`src/rtl/ddr3_line_arbiter_if.sv`:
```
// ddr3_line_arbiter_if
// Bundles both line requester ports, the DDR3 controller side and the
// arbiter status outputs into one connection.
// slave  : the arbiter (consumes requests, drives the controller side)
// master : the surrounding system (requesters plus DDR3 controller wrapper)
interface ddr3_line_arbiter_if #(
   parameter int LINES_W    = 128,
   parameter int EXT_ADDR_W = 26
);

   logic                  rq0_read_rq;
   logic                  rq0_write_rq;
   logic [EXT_ADDR_W-1:0] rq0_address;
   logic [LINES_W-1:0]    rq0_write_data;
   logic [LINES_W-1:0]    rq0_read_data;
   logic                  rq0_finished;

   logic                  rq1_read_rq;
   logic                  rq1_write_rq;
   logic [EXT_ADDR_W-1:0] rq1_address;
   logic [LINES_W-1:0]    rq1_write_data;
   logic [LINES_W-1:0]    rq1_read_data;
   logic                  rq1_finished;

   logic                  ext_read_rq;
   logic                  ext_write_rq;
   logic                  ext_rq_finished;
   logic [EXT_ADDR_W-1:0] ext_address;
   logic [LINES_W-1:0]    ext_write_data;
   logic [LINES_W-1:0]    ext_read_data;

   logic [1:0]            grant;
   logic                  busy;

   modport slave (
      input  rq0_read_rq, rq0_write_rq, rq0_address, rq0_write_data,
      output rq0_read_data, rq0_finished,
      input  rq1_read_rq, rq1_write_rq, rq1_address, rq1_write_data,
      output rq1_read_data, rq1_finished,
      output ext_read_rq, ext_write_rq, ext_address, ext_write_data,
      input  ext_rq_finished, ext_read_data,
      output grant, busy
   );

   modport master (
      output rq0_read_rq, rq0_write_rq, rq0_address, rq0_write_data,
      input  rq0_read_data, rq0_finished,
      output rq1_read_rq, rq1_write_rq, rq1_address, rq1_write_data,
      input  rq1_read_data, rq1_finished,
      input  ext_read_rq, ext_write_rq, ext_address, ext_write_data,
      output ext_rq_finished, ext_read_data,
      input  grant, busy
   );

endinterface

```
`src/rtl/ddr3_line_arbiter.sv`:
```
// ddr3_line_arbiter
// Shares one DDR3 line interface between two line-granular requesters.
// One transaction at a time: IDLE picks a winner and latches its request,
// WAIT holds the controller request until completion, DONE pulses the
// winner's finished flag. Every output is a register.
// Optional feature macro: ARB_ROUND_ROBIN_EN
//   defined     -> contested grants alternate between the ports
//   not defined -> port 0 always wins a tie
module ddr3_line_arbiter #(
   parameter int LINES_W    = 128,
   parameter int EXT_ADDR_W = 26
) (
   input logic               clk,
   input logic               reset,
   ddr3_line_arbiter_if.slave bus
);

   typedef enum logic [1:0] {
      IDLE = 2'd0,
      WAIT = 2'd1,
      DONE = 2'd2
   } state_t;

   state_t                state;
   logic                  owner;
   logic                  op_write;

   logic                  req0;
   logic                  req1;
   logic                  win;
   logic                  win_write;
   logic [EXT_ADDR_W-1:0] win_addr;
   logic [LINES_W-1:0]    win_data;

`ifdef ARB_ROUND_ROBIN_EN
   logic                  last_grant;

   // Winner choice: a tie goes to the port that was not granted last time.
   always_comb begin
      req0 = bus.rq0_read_rq | bus.rq0_write_rq;
      req1 = bus.rq1_read_rq | bus.rq1_write_rq;
      win  = 1'b0;
      if (req0 && req1) begin
         win = ~last_grant;
      end else if (req1) begin
         win = 1'b1;
      end
   end

   // Last-grant pointer, moved on every grant; starts at port 1 so the
   // first contested grant after reset goes to port 0.
   always_ff @(posedge clk) begin
      if (reset) begin
         last_grant <= 1'b1;
      end else if (state == IDLE && (req0 || req1)) begin
         last_grant <= win;
      end
   end
`else
   // Winner choice: fixed priority, port 0 wins whenever it is requesting.
   always_comb begin
      req0 = bus.rq0_read_rq | bus.rq0_write_rq;
      req1 = bus.rq1_read_rq | bus.rq1_write_rq;
      win  = 1'b0;
      if (!req0 && req1) begin
         win = 1'b1;
      end
   end
`endif

   // Request fields of the chosen port; a write beats a read when both are up.
   always_comb begin
      win_addr  = bus.rq0_address;
      win_data  = bus.rq0_write_data;
      win_write = bus.rq0_write_rq;
      if (win) begin
         win_addr  = bus.rq1_address;
         win_data  = bus.rq1_write_data;
         win_write = bus.rq1_write_rq;
      end
   end

   // Transaction FSM with every interface output registered alongside the state.
   always_ff @(posedge clk) begin
      if (reset) begin
         state              <= IDLE;
         owner              <= 1'b0;
         op_write           <= 1'b0;
         bus.ext_read_rq    <= 1'b0;
         bus.ext_write_rq   <= 1'b0;
         bus.ext_address    <= {EXT_ADDR_W{1'b0}};
         bus.ext_write_data <= {LINES_W{1'b0}};
         bus.rq0_read_data  <= {LINES_W{1'b0}};
         bus.rq1_read_data  <= {LINES_W{1'b0}};
         bus.rq0_finished   <= 1'b0;
         bus.rq1_finished   <= 1'b0;
         bus.grant          <= 2'b00;
         bus.busy           <= 1'b0;
      end else begin
         case (state)
            IDLE: begin
               bus.rq0_finished <= 1'b0;
               bus.rq1_finished <= 1'b0;
               if (req0 || req1) begin
                  owner              <= win;
                  op_write           <= win_write;
                  bus.ext_address    <= win_addr;
                  bus.ext_write_data <= win_data;
                  bus.ext_write_rq   <= win_write;
                  bus.ext_read_rq    <= ~win_write;
                  bus.grant          <= win ? 2'b10 : 2'b01;
                  bus.busy           <= 1'b1;
                  state              <= WAIT;
               end
            end

            WAIT: begin
               if (bus.ext_rq_finished) begin
                  bus.ext_read_rq  <= 1'b0;
                  bus.ext_write_rq <= 1'b0;
                  if (!op_write) begin
                     if (owner) begin
                        bus.rq1_read_data <= bus.ext_read_data;
                     end else begin
                        bus.rq0_read_data <= bus.ext_read_data;
                     end
                  end
                  bus.rq0_finished <= ~owner;
                  bus.rq1_finished <= owner;
                  state            <= DONE;
               end
            end

            DONE: begin
               bus.rq0_finished <= 1'b0;
               bus.rq1_finished <= 1'b0;
               bus.grant        <= 2'b00;
               bus.busy         <= 1'b0;
               state            <= IDLE;
            end

            default: begin
               bus.ext_read_rq  <= 1'b0;
               bus.ext_write_rq <= 1'b0;
               bus.rq0_finished <= 1'b0;
               bus.rq1_finished <= 1'b0;
               bus.grant        <= 2'b00;
               bus.busy         <= 1'b0;
               state            <= IDLE;
            end
         endcase
      end
   end

endmodule

```
`src/flat_wrapper.sv`:
```
// flat-port wrapper written by rule: the top's interface ports become plain ports
module ddr3_line_arbiter_flat 
#(
   parameter int LINES_W    = 128,
   parameter int EXT_ADDR_W = 26
)
  (clk, reset, bus_rq0_read_rq, bus_rq0_write_rq, bus_rq0_address, bus_rq0_write_data, bus_rq0_read_data, bus_rq0_finished, bus_rq1_read_rq, bus_rq1_write_rq, bus_rq1_address, bus_rq1_write_data, bus_rq1_read_data, bus_rq1_finished, bus_ext_read_rq, bus_ext_write_rq, bus_ext_address, bus_ext_write_data, bus_ext_rq_finished, bus_ext_read_data, bus_grant, bus_busy);
  ddr3_line_arbiter_if #(.LINES_W(LINES_W), .EXT_ADDR_W(EXT_ADDR_W)) bus_i ();
  input logic clk;
  input logic reset;
  input wire logic [$bits(bus_i.rq0_read_rq)-1:0] bus_rq0_read_rq;
  input wire logic [$bits(bus_i.rq0_write_rq)-1:0] bus_rq0_write_rq;
  input wire logic [$bits(bus_i.rq0_address)-1:0] bus_rq0_address;
  input wire logic [$bits(bus_i.rq0_write_data)-1:0] bus_rq0_write_data;
  output wire logic [$bits(bus_i.rq0_read_data)-1:0] bus_rq0_read_data;
  output wire logic [$bits(bus_i.rq0_finished)-1:0] bus_rq0_finished;
  input wire logic [$bits(bus_i.rq1_read_rq)-1:0] bus_rq1_read_rq;
  input wire logic [$bits(bus_i.rq1_write_rq)-1:0] bus_rq1_write_rq;
  input wire logic [$bits(bus_i.rq1_address)-1:0] bus_rq1_address;
  input wire logic [$bits(bus_i.rq1_write_data)-1:0] bus_rq1_write_data;
  output wire logic [$bits(bus_i.rq1_read_data)-1:0] bus_rq1_read_data;
  output wire logic [$bits(bus_i.rq1_finished)-1:0] bus_rq1_finished;
  output wire logic [$bits(bus_i.ext_read_rq)-1:0] bus_ext_read_rq;
  output wire logic [$bits(bus_i.ext_write_rq)-1:0] bus_ext_write_rq;
  output wire logic [$bits(bus_i.ext_address)-1:0] bus_ext_address;
  output wire logic [$bits(bus_i.ext_write_data)-1:0] bus_ext_write_data;
  input wire logic [$bits(bus_i.ext_rq_finished)-1:0] bus_ext_rq_finished;
  input wire logic [$bits(bus_i.ext_read_data)-1:0] bus_ext_read_data;
  output wire logic [$bits(bus_i.grant)-1:0] bus_grant;
  output wire logic [$bits(bus_i.busy)-1:0] bus_busy;
  assign bus_i.rq0_read_rq = bus_rq0_read_rq;
  assign bus_i.rq0_write_rq = bus_rq0_write_rq;
  assign bus_i.rq0_address = bus_rq0_address;
  assign bus_i.rq0_write_data = bus_rq0_write_data;
  assign bus_rq0_read_data = bus_i.rq0_read_data;
  assign bus_rq0_finished = bus_i.rq0_finished;
  assign bus_i.rq1_read_rq = bus_rq1_read_rq;
  assign bus_i.rq1_write_rq = bus_rq1_write_rq;
  assign bus_i.rq1_address = bus_rq1_address;
  assign bus_i.rq1_write_data = bus_rq1_write_data;
  assign bus_rq1_read_data = bus_i.rq1_read_data;
  assign bus_rq1_finished = bus_i.rq1_finished;
  assign bus_ext_read_rq = bus_i.ext_read_rq;
  assign bus_ext_write_rq = bus_i.ext_write_rq;
  assign bus_ext_address = bus_i.ext_address;
  assign bus_ext_write_data = bus_i.ext_write_data;
  assign bus_i.ext_rq_finished = bus_ext_rq_finished;
  assign bus_i.ext_read_data = bus_ext_read_data;
  assign bus_grant = bus_i.grant;
  assign bus_busy = bus_i.busy;
  ddr3_line_arbiter #(.LINES_W(LINES_W), .EXT_ADDR_W(EXT_ADDR_W)) u_core (.clk(clk), .reset(reset), .bus(bus_i));
endmodule
```
`config.mk`:
```
export PLATFORM = sky130hd
export DESIGN_NAME = ddr3_line_arbiter_flat
export DESIGN_NICKNAME = d
export VERILOG_FILES = /design/src/rtl/ddr3_line_arbiter_if.sv /design/src/rtl/ddr3_line_arbiter.sv /design/src/flat_wrapper.sv
export SDC_FILE = /design/constraint.sdc
export NUM_CORES = 1
export LEC_CHECK = 0
export ABC_AREA = 1
export CAP_MARGIN = 30
export CELL_PAD_IN_SITES_DETAIL_PLACEMENT = 1
export CELL_PAD_IN_SITES_GLOBAL_PLACEMENT = 1
export CORE_AREA = 2 2 331 333
export CTS_CLUSTER_DIAMETER = 150
export CTS_CLUSTER_SIZE = 16
export DETAILED_ROUTE_END_ITERATION = 6
export DIE_AREA = 0 0 333 335
export HOLD_SLACK_MARGIN = 0.03
export PLACE_DENSITY_LB_ADDON = 0.08
export SETUP_SLACK_MARGIN = 0.1
export SLEW_MARGIN = 10
export SYNTH_ARGS = -nofsm -noshare
export SYNTH_HDL_FRONTEND = slang
export SYNTH_SLANG_ARGS = --single-unit
```
`constraint.sdc`:
```
create_clock -name clk -period 1.4 [get_ports clk]
set_input_delay 0.28 -clock clk [delete_from_list [all_inputs] [get_ports clk]]
set_output_delay 0.28 -clock clk [all_outputs]
set_load 0.01 [all_outputs]
```
==> impl_table.tex, run 1 <==
\begin{tabular}{lr}
\hline
Metric & Value \\
\hline
\multicolumn{2}{l}{\textbf{Yosys}} \\
Dominant cell type by area after synthesis & dfxtp\_1 \\
Post-synth design cell area & roughly 18,000 sq um \\
Post-synthesis mux area share & 0\% \\
Synthesized-area fraction occupied by xor and xnor cells & 0\% \\
Compound-gate portion of the synthesized area & between 10\% and 20\% \\
Adder and majority gate portion of the synthesized area & 0\% \\
Count of warnings emitted by yosys & 0 \\
Number of distinct library cell variants in the gate-level netlist after synthesis & 20 \\
Number of standard cells after synthesis & approximately 2,400 \\
Predominant post-synthesis flop cell & dfxtp\_1 \\
Async set-reset flop share out of synthesis & 0\% \\
Post-synthesis sequential element count & 421 \\
Cells taking the most area after synthesis & dfxtp\_1 (48\%), nand2\_1 (6.9\%), o211ai\_1 (6.6\%), o21ai\_1 (6.4\%), inv\_1 (6.2\%) \\
Sequential cell area fraction in the yosys report & 47.8\% \\
Net count of the mapped netlist & 2,832 \\
Share of the synthesized area in the top cell type & approximately 48\% \\
Number of synthesized flops with an enable pin & 0 \\
Mean post-synth cell area & between 7 and 8 sq um \\
Post-synthesis share of cell area spent on and, or, nand and nor gates & 22.6\% \\
Combinational family with the most area after synthesis & simple AND/OR/NAND/NOR gates \\
\multicolumn{2}{l}{\textbf{Detailed routing}} \\
Final WL & approximately 110,000 um \\
Post-DR wirelength/cell & 22.5 um \\
Uppermost signal routing layer after detailed routing & met5 \\
Routed metal-1 wire length & approximately 41,000 um \\
Ratio of routed vias to standard cells & 4.29 \\
Number of nets with antenna violations after routing & 0 \\
Length of routed met3 wiring & a little under 10,000 um \\
DRC Markers & 0 \\
Drt initial violations & 632 \\
1st-pass router iterations & 4 \\
Number of vias in the routed layout & about 20,000 \\
Met2 wirelength from detailed routing & between 50,000 and 60,000 um \\
\multicolumn{2}{l}{\textbf{Worst setup path}} \\
CP Launch Type & flop \\
Crit-path max cell delay & 0.34 ns \\
Crit path max-delay cell type & dfxtp\_2 \\
WS Path Type & flop to flop \\
Worst Path Arrival & about 2.1 ns \\
List of cells traversed by the critical path & buf\_6 -> nor2\_4 -> buf\_12 -> buf\_12 -> buf\_8 -> buf\_6 -> o211ai\_1 -> nand3\_1 -> nand2\_1 -> inv\_1 \\
WP data required & about 2 ns \\
Critical path fanouts, max & 9 \\
Worst Setup End Kind & flop \\
Count of cells along the worst register-to-register path & 10 \\
\multicolumn{2}{l}{\textbf{Die}} \\
Number of placement rows & 121 \\
Chip width & $\sim$330 um \\
Count of boundary I/O pins & between 800 and 900 \\
Die Footprint & $\sim$110,000 sq um \\
Initial standard-cell utilization of the core & between 10\% and 20\% \\
Die Ht & 335 um \\
Area of the core & around 110,000 sq um \\
\multicolumn{2}{l}{\textbf{Place}} \\
Number of buffers inserted by port buffering & $\sim$860 \\
RePlAce Congestion & a little over 0.8 \\
Detail Placement HPWL & roughly 78,000 um \\
Number of cells in the design after placement & roughly 4,600 \\
\multicolumn{2}{l}{\textbf{Clocking}} \\
Latest clock arrival within the worst-skew pair & approximately 0.63 ns \\
Hold buffers post-CTS & 0 \\
Total CTS buffers & 30 \\
Number of H-tree levels & 1 \\
Clock edge transition at the registers on the reported setup and hold paths & about 0.090 ns \\
CTS tree & built \\
Worst-case clock buffer depth & 3 \\
Sinks on the clock net & between 400 and 500 \\
CTS Root Cell & clkbuf\_16 \\
\multicolumn{2}{l}{\textbf{Run status}} \\
Run status & complete, but fails checks \\
Failing checks & negative setup slack \\
\multicolumn{2}{l}{\textbf{STA}} \\
Top achievable clock speed & about 660 MHz \\
Number of pins with negative max-slew slack in the final report & 0 \\
Measured slew at the worst slew-check pin & 0.741 ns \\
Minimum period implied by the final worst setup slack & about 1.5 ns \\
Max\_slew headroom & between 50\% and 60\% \\
Hold\_ws & 0.169 ns \\
Number of hold-slack violations in the final timing report & 0 \\
Final Skew & about 0.017 ns \\
Final worst-path cycle share & 108\% \\
Final setup margin & -0.111 ns \\
RSZ-0062 raised after global routing & true \\
Final count of negative-setup-slack endpoints & between 300 and 400 \\
\multicolumn{2}{l}{\textbf{Cells and area}} \\
Area of the multi-input gates & around 7300 sq um \\
Storage cell area & around 9000 sq um \\
Final cell count without fillers & between 4,000 and 5,000 \\
Layout cells sized above 1 & 34.9\% \\
Nets & 3,724 \\
Filler cells & between 10,000 and 15,000 \\
Growth of design area from synthesis to finish & 82.5\% \\
\multicolumn{2}{l}{\textbf{GRT}} \\
Global route overflow & 0 \\
Initial antenna violation count & 34 \\
Global-route wire length before repair & approximately 150,000 um \\
Via count of the first global-routing pass & 21,200 \\
Total routing usage reported by global routing & 17.7\% \\
Largest net degree at the start of global routing & 74 \\
\multicolumn{2}{l}{\textbf{Pwr}} \\
Total power divided by cell area & between 900 and 1000 nW/um\^{}2 \\
Largest vdd supply drop & 0.791 mV \\
Lkg Pwr & between 10 and 15 nW \\
\multicolumn{2}{l}{\textbf{Job}} \\
MaxCap Viol Count & 0 \\
\multicolumn{2}{l}{\textbf{Worst hold path}} \\
Hold/Removal Path Class & input port to flop \\
Hold path depth & 5 \\
\hline
\end{tabular}
-- cell usage after synthesis, types with 32 or more instances --
master      n
o21ai_1   227
nand2_1   323
nand4_1   154
buf_2     106
o21ai_0    32
clkbuf_1   94
nand3_1   158
o211ai_1  154
a21oi_1   135
dfxtp_1   421
nor2_1    266
inv_1     290
-- area by class of cell --
class	count	area share, %
inverters	294	3.50
clock inverters	1	0.0505
well taps	1414	5.49
repair buffers	1078	37.7
clock buffers	31	2.41
flip-flops and latches	421	27.8
repair inverters	2	0.0777
multi-input cells	1454	22.8
diodes	11	0.0855
-- routing by layer --
layer | track usage [%] | vias up
met5 | 0 | -
met4 | 4.41 | 44
met3 | 7.33 | 138
met2 | 31.3 | 600
met1 | 19.4 | 9704
li1 | - | 9713
-- state kept, by name, summed over array words and instances (netlist names), 2 cells and up --
signal,cells
u_core.bus.rq0_read_data,128
u_core.bus.ext_address,26
u_core.state,2
u_core.bus.grant,2
u_core.bus.rq1_read_data,128
u_core.bus.ext_write_data,128
-- power breakdown --
part	leakage, nW	internal [mW]	total [mW]	switching [mW]
Clock	0.389	3.91	8.74	4.82
Combinational	9.66	4.94	9.43	4.49
Sequential	3.62	13.0	13.7	0.684
-- worst paths after layout --
| check | endpoint | startpoint | slack (ns) |
|---|---|---|---|
| setup / recovery | u_core.bus.ext_write_data[114]$_SDFFE_PP0P_ | u_core.state[0]$_SDFFE_PP0P_ | -0.11 |
| hold / removal | u_core.bus.ext_read_rq$_SDFFE_PP0P_ | bus_rq0_write_rq | 0.17 |
| setup reg to reg | u_core.bus.ext_write_data[114]$_SDFFE_PP0P_ | u_core.state[0]$_SDFFE_PP0P_ | -0.11 |
| hold reg to reg | u_core.bus.rq0_read_data[105]$_SDFFE_PP0P_ | u_core.bus.rq0_read_data[105]$_SDFFE_PP0P_ | 0.45 |
-- stage by stage --
step | setup TNS (ns) | setup slack, ns | utilization (%) | power, mW | area, sq um
global placement | -178.30 | -0.640 | 27.0 | 22.4 | 29100
detailed placement | -179.84 | -0.643 | 27.0 | 22.4 | 29100
CTS | -34.10 | -0.152 | 29.2 | 32.4 | 31600
finish | -20.15 | -0.111 | 29.8 | 31.9 | 32200
floorplan | 0 | 0.182 | - | 16.9 | 17600
global route | -68.67 | -0.222 | 29.8 | 33.8 | 32200
-- worst max-delay path, delay by kind of cell, from the launching register on --
kind	cells	cell delay [ns]
flip-flops	1	0.34
buffers and inverters	6	0.75
AO/OA/AOI/OAI	1	0.09
AND/OR/NAND/NOR	3	0.25
-- cells by family after synthesis --
| kind of cell | after synthesis |
|---|---|
| AND/OR/NAND/NOR | 904 |
| AO/OA/AOI/OAI | 549 |
| flip-flops | 421 |
| buffers and inverters | 515 |
-- cells in the final DEF (no fill, tap or decap), drive strengths merged --
cell and instances:
a21oi 135, buf 627, clkbuf 42, clkdlybuf4s50 440, clkinv 2, dfxtp 421, diode 11, inv 295
nand2 325, nand3 158, nand4 154, nor2 268, o211ai 154, o21ai 259, o22ai 1
-- timing repair --
action                      CTS  global route
setup endpoints to repair   834           835
gates cloned                  6            17
pin swaps                    33             8
buffers inserted             27             9
resized for setup          2735            42
No activity file was read; power rests on OpenSTA's default activity.
==> inputs of run 2 (changes only) <==
--- a/config.mk
+++ b/config.mk
@@ -14,6 +14,7 @@
 export CTS_CLUSTER_SIZE = 16
 export DETAILED_ROUTE_END_ITERATION = 6
 export DIE_AREA = 0 0 333 335
+export DONT_BUFFER_PORTS = 1
 export HOLD_SLACK_MARGIN = 0.03
 export PLACE_DENSITY_LB_ADDON = 0.08
 export SETUP_SLACK_MARGIN = 0.1
==> run 2 against run 1 <==
  * The flow finishes with violations (negative hold slack, negative setup slack)
  * Design area is 18% lower
  * Hold slack worse by 0.25 ns
  * Largest cell class is now registers
  * Critical path type unchanged
  * Clock skew grew 0.00070 ns
  * Sequential power grew 4%
==> impl_table.tex, run 2 (same netlist as run 1, synthesis figures left out) <==
\begin{tabular}{lr}
\hline
Metric & Value \\
\hline
\multicolumn{2}{l}{\textbf{Clocking}} \\
Total CTS buffers & 30 \\
Number of H-tree levels & 1 \\
Sinks on the clock net & around 420 \\
Clock edge transition at the registers on the reported setup and hold paths & roughly 0.090 ns \\
Hold buffers post-CTS & 433 \\
CTS Root Cell & clkbuf\_16 \\
Worst-case clock buffer depth & 3 \\
CTS tree & built \\
Latest clock arrival within the worst-skew pair & 0.63 ns \\
\multicolumn{2}{l}{\textbf{Cells and area}} \\
Final cell count without fillers & 4,209 \\
Growth of design area from synthesis to finish & 50.1\% \\
Nets & about 3,200 \\
Finished Core Util & 24.5\% \\
Area of the multi-input gates & between 7000 and 8000 sq um \\
Most common library cell in the layout ignoring fill and taps & dlygate4sd3\_1 \\
Layout cells sized above 1 & around an eighth \\
Storage cell area & roughly 8600 sq um \\
Filler cells & 12,700 \\
Commonest cells after routing, fill and taps aside & dlygate4sd3\_1 (432), dfxtp\_1 (368), nand2\_1 (315) \\
Biggest regs & u\_core.bus.ext\_write\_data x128, u\_core.bus.rq0\_read\_data x128, u\_core.bus.rq1\_read\_data x128 \\
\multicolumn{2}{l}{\textbf{Worst setup path}} \\
WS Path Type & flop to flop \\
Worst Path Arrival & 2.01 ns \\
Register-to-register path setup slack & -0.07 ns \\
Worst Setup End Kind & flop \\
Critical path fanouts, max & 15 \\
CP Launch Type & flop \\
WP data required & 1.94 ns \\
\multicolumn{2}{l}{\textbf{Detailed routing}} \\
Number of vias in the routed layout & $\sim$18,000 \\
DRC Markers & 0 \\
Ratio of routed vias to standard cells & $\sim$4.3 \\
1st-pass router iterations & 4 \\
Drt initial violations & about 710 \\
Final WL & $\sim$96,000 um \\
Post-DR wirelength/cell & roughly 23 um \\
Number of nets with antenna violations after routing & 0 \\
\multicolumn{2}{l}{\textbf{STA}} \\
RSZ-0062 raised after global routing & true \\
Max\_slew headroom & $\sim$56\% \\
Top achievable clock speed & around 680 MHz \\
Final count of negative-setup-slack endpoints & 76 \\
Hold\_ws & -0.0849 ns \\
Final Skew & 0.0178 ns \\
Final worst-path cycle share & 105\% \\
Number of hold-slack violations in the final timing report & 55 \\
Accumulated negative setup slack & -1.67 ns \\
Minimum period implied by the final worst setup slack & 1.47 ns \\
Final setup margin & -0.0676 ns \\
Number of pins with negative max-slew slack in the final report & 0 \\
Measured slew at the worst slew-check pin & 0.657 ns \\
\multicolumn{2}{l}{\textbf{Place}} \\
Detail Placement HPWL & $\sim$66,000 um \\
RePlAce Congestion & around 0.78 \\
Number of cells in the design after placement & 3,700 \\
Number of buffers inserted by port buffering & 0 \\
\multicolumn{2}{l}{\textbf{GRT}} \\
Global route overflow & 0 \\
Initial antenna violation count & 20 \\
Global-route wire length before repair & about 130,000 um \\
Largest net degree at the start of global routing & about 160 \\
Total routing usage reported by global routing & roughly 16\% \\
Via count of the first global-routing pass & 19,000 \\
\multicolumn{2}{l}{\textbf{Pwr}} \\
Largest vdd supply drop & roughly 0.89 mV \\
Lkg Pwr & between 10 and 15 nW \\
Total power divided by cell area & 1110 nW/um\^{}2 \\
\multicolumn{2}{l}{\textbf{Worst hold path}} \\
Hold/Removal Path Class & input port to flop \\
\multicolumn{2}{l}{\textbf{Job}} \\
MaxCap Viol Count & 0 \\
\multicolumn{2}{l}{\textbf{Die}} \\
Die Ht & 335 um \\
Initial standard-cell utilization of the core & 16.3\% \\
Die Footprint & $\sim$110,000 sq um \\
Chip width & around 330 um \\
Number of placement rows & between 100 and 150 \\
Area of the core & around 110,000 sq um \\
Count of boundary I/O pins & 860 \\
\multicolumn{2}{l}{\textbf{Run status}} \\
Failing checks & negative hold slack, negative setup slack \\
Run status & complete, but fails checks \\
\hline
\end{tabular}
==> run 2: critical path, stage by stage, from the launching register on <==
cell and delay (ns):
dfxtp_4 0.37, nor2_4 0.14, buf_12 0.17, nand2_8 0.09, buf_12 0.16, clkbuf_16 0.18, nand2_1 0.07, nand3_1 0.06
nand2_1 0.07, inv_1 0.04
==> run 2: per-layer routing <==
metal | wire [um] | vias up | GRT usage, %
met4 | 2780 | 22 | 4.48
met2 | 46400 | 612 | 27.7
met1 | 36700 | 8754 | 17.1
met5 | 160 | - | 0
li1 | - | 8733 | -
met3 | 9720 | 120 | 6.99
==> run 2: power breakdown <==
group	internal [mW]	switching, mW
Clock	4.14	4.83
Combinational	2.95	3.24
Sequential	12.9	1.33
Total	19.9	9.40
==> run 2: cell type report <==
cell class | instances | share of cell area, %
inverters | 294 | 4.29
flip-flops and latches | 421 | 32.4
repair buffers | 583 | 25.2
multi-input cells | 1453 | 28.2
clock inverters | 2 | 0.142
diodes | 10 | 0.0944
clock buffers | 32 | 2.98
well taps | 1414 | 6.68
==> run 2: per-stage QoR <==
stage               power, mW  cell area (sq um)  setup slack, ns
finish                   29.3              26500          -0.0676
global route             31.1              26500           -0.145
CTS                      29.6              25600          -0.0889
detailed placement       19.0              20100           -0.182
global placement         18.9              20100           -0.155
floorplan                16.9              17600            0.182
==> run 2: what timing repair did <==
item | in CTS | in global routing
pin swaps | 2 | 20
buffers inserted | 3 | 8
endpoints found under the hold margin | 421 | 93
resized for setup | 108 | 131
setup endpoints to repair | 827 | 834
gates cloned | 5 | 16
==> run 2: final timing paths <==
check             cells past startpoint                                     endpoint                                       from
setup / recovery                      9  u_core.bus.ext_write_data[104]$_SDFFE_PP0P_               u_core.state[0]$_SDFFE_PP0P_
hold / removal                        4   u_core.bus.ext_write_data[91]$_SDFFE_PP0P_                            bus_rq0_read_rq
setup reg to reg                      9  u_core.bus.ext_write_data[104]$_SDFFE_PP0P_               u_core.state[0]$_SDFFE_PP0P_
hold reg to reg                       2    u_core.bus.rq0_read_data[37]$_SDFFE_PP0P_  u_core.bus.rq0_read_data[37]$_SDFFE_PP0P_
==> inputs of run 3 (changes only) <==
--- a/config.mk
+++ b/config.mk
@@ -10,7 +10,7 @@
 export CELL_PAD_IN_SITES_DETAIL_PLACEMENT = 1
 export CELL_PAD_IN_SITES_GLOBAL_PLACEMENT = 1
 export CORE_AREA = 2 2 331 333
-export CTS_CLUSTER_DIAMETER = 150
+export CTS_CLUSTER_DIAMETER = 60
 export CTS_CLUSTER_SIZE = 16
 export DETAILED_ROUTE_END_ITERATION = 6
 export DIE_AREA = 0 0 333 335
==> run 3 against run 2 <==
  * The run still ends with negative hold slack, negative setup slack left
  * Sequential power is essentially flat
  * Global-route usage grew 0.38 points
  * Clock-buffer cell count up 46
  * Wire length is 2.4% higher
  * Clock power rose by 100%
  * Via count is 2.2% higher
  * Utilization up 1.9 points
  * Critical endpoint unchanged
==> impl_table.tex, run 3 (same netlist as run 1, synthesis figures left out) <==
\begin{tabular}{lr}
\hline
Metric & Value \\
\hline
\multicolumn{2}{l}{\textbf{STA}} \\
Final count of negative-setup-slack endpoints & between 100 and 150 \\
Minimum period implied by the final worst setup slack & around 1.5 ns \\
Hold\_ws & -0.0632 ns \\
Accumulated negative setup slack & -2.26 ns \\
Number of pins with negative max-slew slack in the final report & 0 \\
Measured slew at the worst slew-check pin & around 0.66 ns \\
Final setup margin & -0.0613 ns \\
Max\_slew headroom & 55.8\% \\
Final worst-path cycle share & 104\% \\
Top achievable clock speed & just under 700 MHz \\
Final Skew & approximately 0.03 ns \\
Number of hold-slack violations in the final timing report & a little over 50 \\
RSZ-0062 raised after global routing & true \\
\multicolumn{2}{l}{\textbf{Clocking}} \\
Total CTS buffers & 68 \\
Worst-case clock buffer depth & 3 \\
Number of H-tree levels & 3 \\
CTS Root Cell & clkbuf\_16 \\
Hold buffers post-CTS & around 430 \\
Sinks on the clock net & between 400 and 500 \\
CTS tree & built \\
Latest clock arrival within the worst-skew pair & around 0.64 ns \\
Clock edge transition at the registers on the reported setup and hold paths & about 0.05 ns \\
\multicolumn{2}{l}{\textbf{Pwr}} \\
Largest vdd supply drop & roughly 0.76 mV \\
Total power divided by cell area & between 1000 and 1500 nW/um\^{}2 \\
Power Total & slightly below 40 mW \\
Lkg Pwr & 11.7 nW \\
\multicolumn{2}{l}{\textbf{Worst setup path}} \\
Top Family by Delay on Critical Path & buffers and inverters \\
WP data required & between 1.5 and 2 ns \\
Critical path fanouts, max & 9 \\
WS Path Type & flop to flop \\
Number of buffers and inverters on the critical path & 4 \\
Capturing point of the worst reg2reg path & u\_core.bus.ext\_write\_data[104]\$\_SDFFE\_PP0P\_ \\
Worst Path Arrival & just under 2 ns \\
List of cells traversed by the critical path & nor2\_4 -> buf\_12 -> nand2\_8 -> buf\_12 -> clkbuf\_16 -> nand2\_1 -> nand3\_1 -> nand2\_1 -> inv\_1 \\
Register-to-register path setup slack & -0.06 ns \\
Worst Setup End Kind & flop \\
CP Launch Type & flop \\
Count of cells along the worst register-to-register path & 9 \\
Crit path max-delay cell type & dfxtp\_4 \\
Crit-path max cell delay & 0.36 ns \\
Reg2Reg Launch Point & u\_core.state[1]\$\_SDFFE\_PP0P\_ \\
\multicolumn{2}{l}{\textbf{Cells and area}} \\
Finished Core Util & between 20\% and 30\% \\
Layout cells sized above 1 & 16.2\% \\
Nets & approximately 3,300 \\
Growth of design area from synthesis to finish & 62.0\% \\
Biggest regs & u\_core.bus.ext\_write\_data x128, u\_core.bus.rq0\_read\_data x128, u\_core.bus.rq1\_read\_data x128 \\
Most common library cell in the layout ignoring fill and taps & dlygate4sd3\_1 \\
Commonest cells after routing, fill and taps aside & dlygate4sd3\_1 (430), dfxtp\_1 (361), nand2\_1 (296) \\
Final cell count without fillers & roughly 4,300 \\
\multicolumn{2}{l}{\textbf{Place}} \\
Detail Placement HPWL & about 66,000 um \\
RePlAce Congestion & a little under 0.8 \\
Number of cells in the design after placement & $\sim$3,700 \\
Number of buffers inserted by port buffering & 0 \\
\multicolumn{2}{l}{\textbf{Detailed routing}} \\
Ratio of routed vias to standard cells & roughly 4.3 \\
Final WL & 98,000 um \\
1st-pass router iterations & 5 \\
Number of nets with antenna violations after routing & 0 \\
Post-DR wirelength/cell & around 23 um \\
DRC Markers & 0 \\
Drt initial violations & between 600 and 700 \\
Number of vias in the routed layout & 18,600 \\
\multicolumn{2}{l}{\textbf{Run status}} \\
Run status & complete, but fails checks \\
Failing checks & negative hold slack, negative setup slack \\
\multicolumn{2}{l}{\textbf{Job}} \\
MaxCap Viol Count & 0 \\
\multicolumn{2}{l}{\textbf{GRT}} \\
Largest net degree at the start of global routing & roughly 160 \\
Global route overflow & 0 \\
Global-route wire length before repair & between 100,000 and 150,000 um \\
Initial antenna violation count & 21 \\
Total routing usage reported by global routing & between 10\% and 20\% \\
Via count of the first global-routing pass & 19,600 \\
\multicolumn{2}{l}{\textbf{Die}} \\
Die Ht & about 340 um \\
Chip width & about 330 um \\
Die Footprint & roughly 110,000 sq um \\
Area of the core & 108,000 sq um \\
Count of boundary I/O pins & 860 \\
Initial standard-cell utilization of the core & 16.3\% \\
Number of placement rows & 121 \\
\multicolumn{2}{l}{\textbf{Worst hold path}} \\
Startpoint of the worst hold path & bus\_rq0\_read\_rq \\
Hold path depth & 4 \\
Hold/Removal Path Class & input port to flop \\
Hold EP & u\_core.bus.ext\_write\_data[91]\$\_SDFFE\_PP0P\_ \\
\hline
\end{tabular}
==> run 3: routing by layer <==
metal	vias to the layer above	part of all wire, %	GRT usage, %
met5	-	0.15	0
met2	689	48	27.6
li1	8895	-	-
met4	22	3.3	6.27
met1	8867	37	17.0
met3	164	11	8.03
==> run 3: power breakdown <==
| part | internal, mW | switching, mW |
|---|---|---|
| combinational | 3.04 | 3.30 |
| clock | 11.1 | 7.15 |
| sequential | 12.9 | 1.35 |
| total | 27.0 | 11.8 |
==> run 3: worst max path at each step <==
| stage | start | end | slack (ns) | cells after the start |
|---|---|---|---|---|
| global route | u_core.state[1]$_SDFFE_PP0P_ | u_core.bus.ext_write_data[102]$_SDFFE_PP0P_ | -0.14 | 9 |
| floorplan | u_core.state[1]$_SDFFE_PP0P_ | u_core.bus.rq1_read_data[15]$_SDFFE_PP0P_ | 0.18 | 8 |
| global placement | bus_rq1_write_rq | u_core.bus.ext_write_data[19]$_SDFFE_PP0P_ | -0.16 | 9 |
| CTS | u_core.state[0]$_SDFFE_PP0P_ | u_core.bus.ext_write_data[25]$_SDFFE_PP0P_ | -0.07 | 7 |
| detailed placement | bus_rq1_write_rq | u_core.bus.ext_write_data[104]$_SDFFE_PP0P_ | -0.18 | 10 |
| finish | u_core.state[1]$_SDFFE_PP0P_ | u_core.bus.ext_write_data[104]$_SDFFE_PP0P_ | -0.06 | 9 |
==> run 3: timing repair <==
action,4_1_cts,5_1_grt
hold endpoints to repair,421,68
endpoints found under the setup margin,825,834
resized for setup,134,147
buffers inserted,4,10
cloned,6,28
pin swaps,4,19
==> run 3: cell type report <==
cell class	instances	area (sq um)
Antenna cell	9	22.5
Clock buffer	78	1820
Clock inverter	46	596
Fill cell	12600	79500
Inverter	294	1130
Multi-Input combinational cell	1453	7620
Sequential cell	421	8630
Tap cell	1414	1770
Timing Repair Buffer	597	6990
==> run 3: worst min-delay path, cell delays in order <==
cell,delay (ns)
o211ai_1,0.07
nand3_1,0.08
nand2_1,0.04
inv_1,0.04
==> run 3: per-stage QoR <==
step	area, sq um	worst slack [ns]
after floorplan	17600	0.182
after global placement	20100	-0.155
after detailed placement	20100	-0.182
after CTS	27300	-0.0728
after global routing	28600	-0.136
final	28600	-0.0613
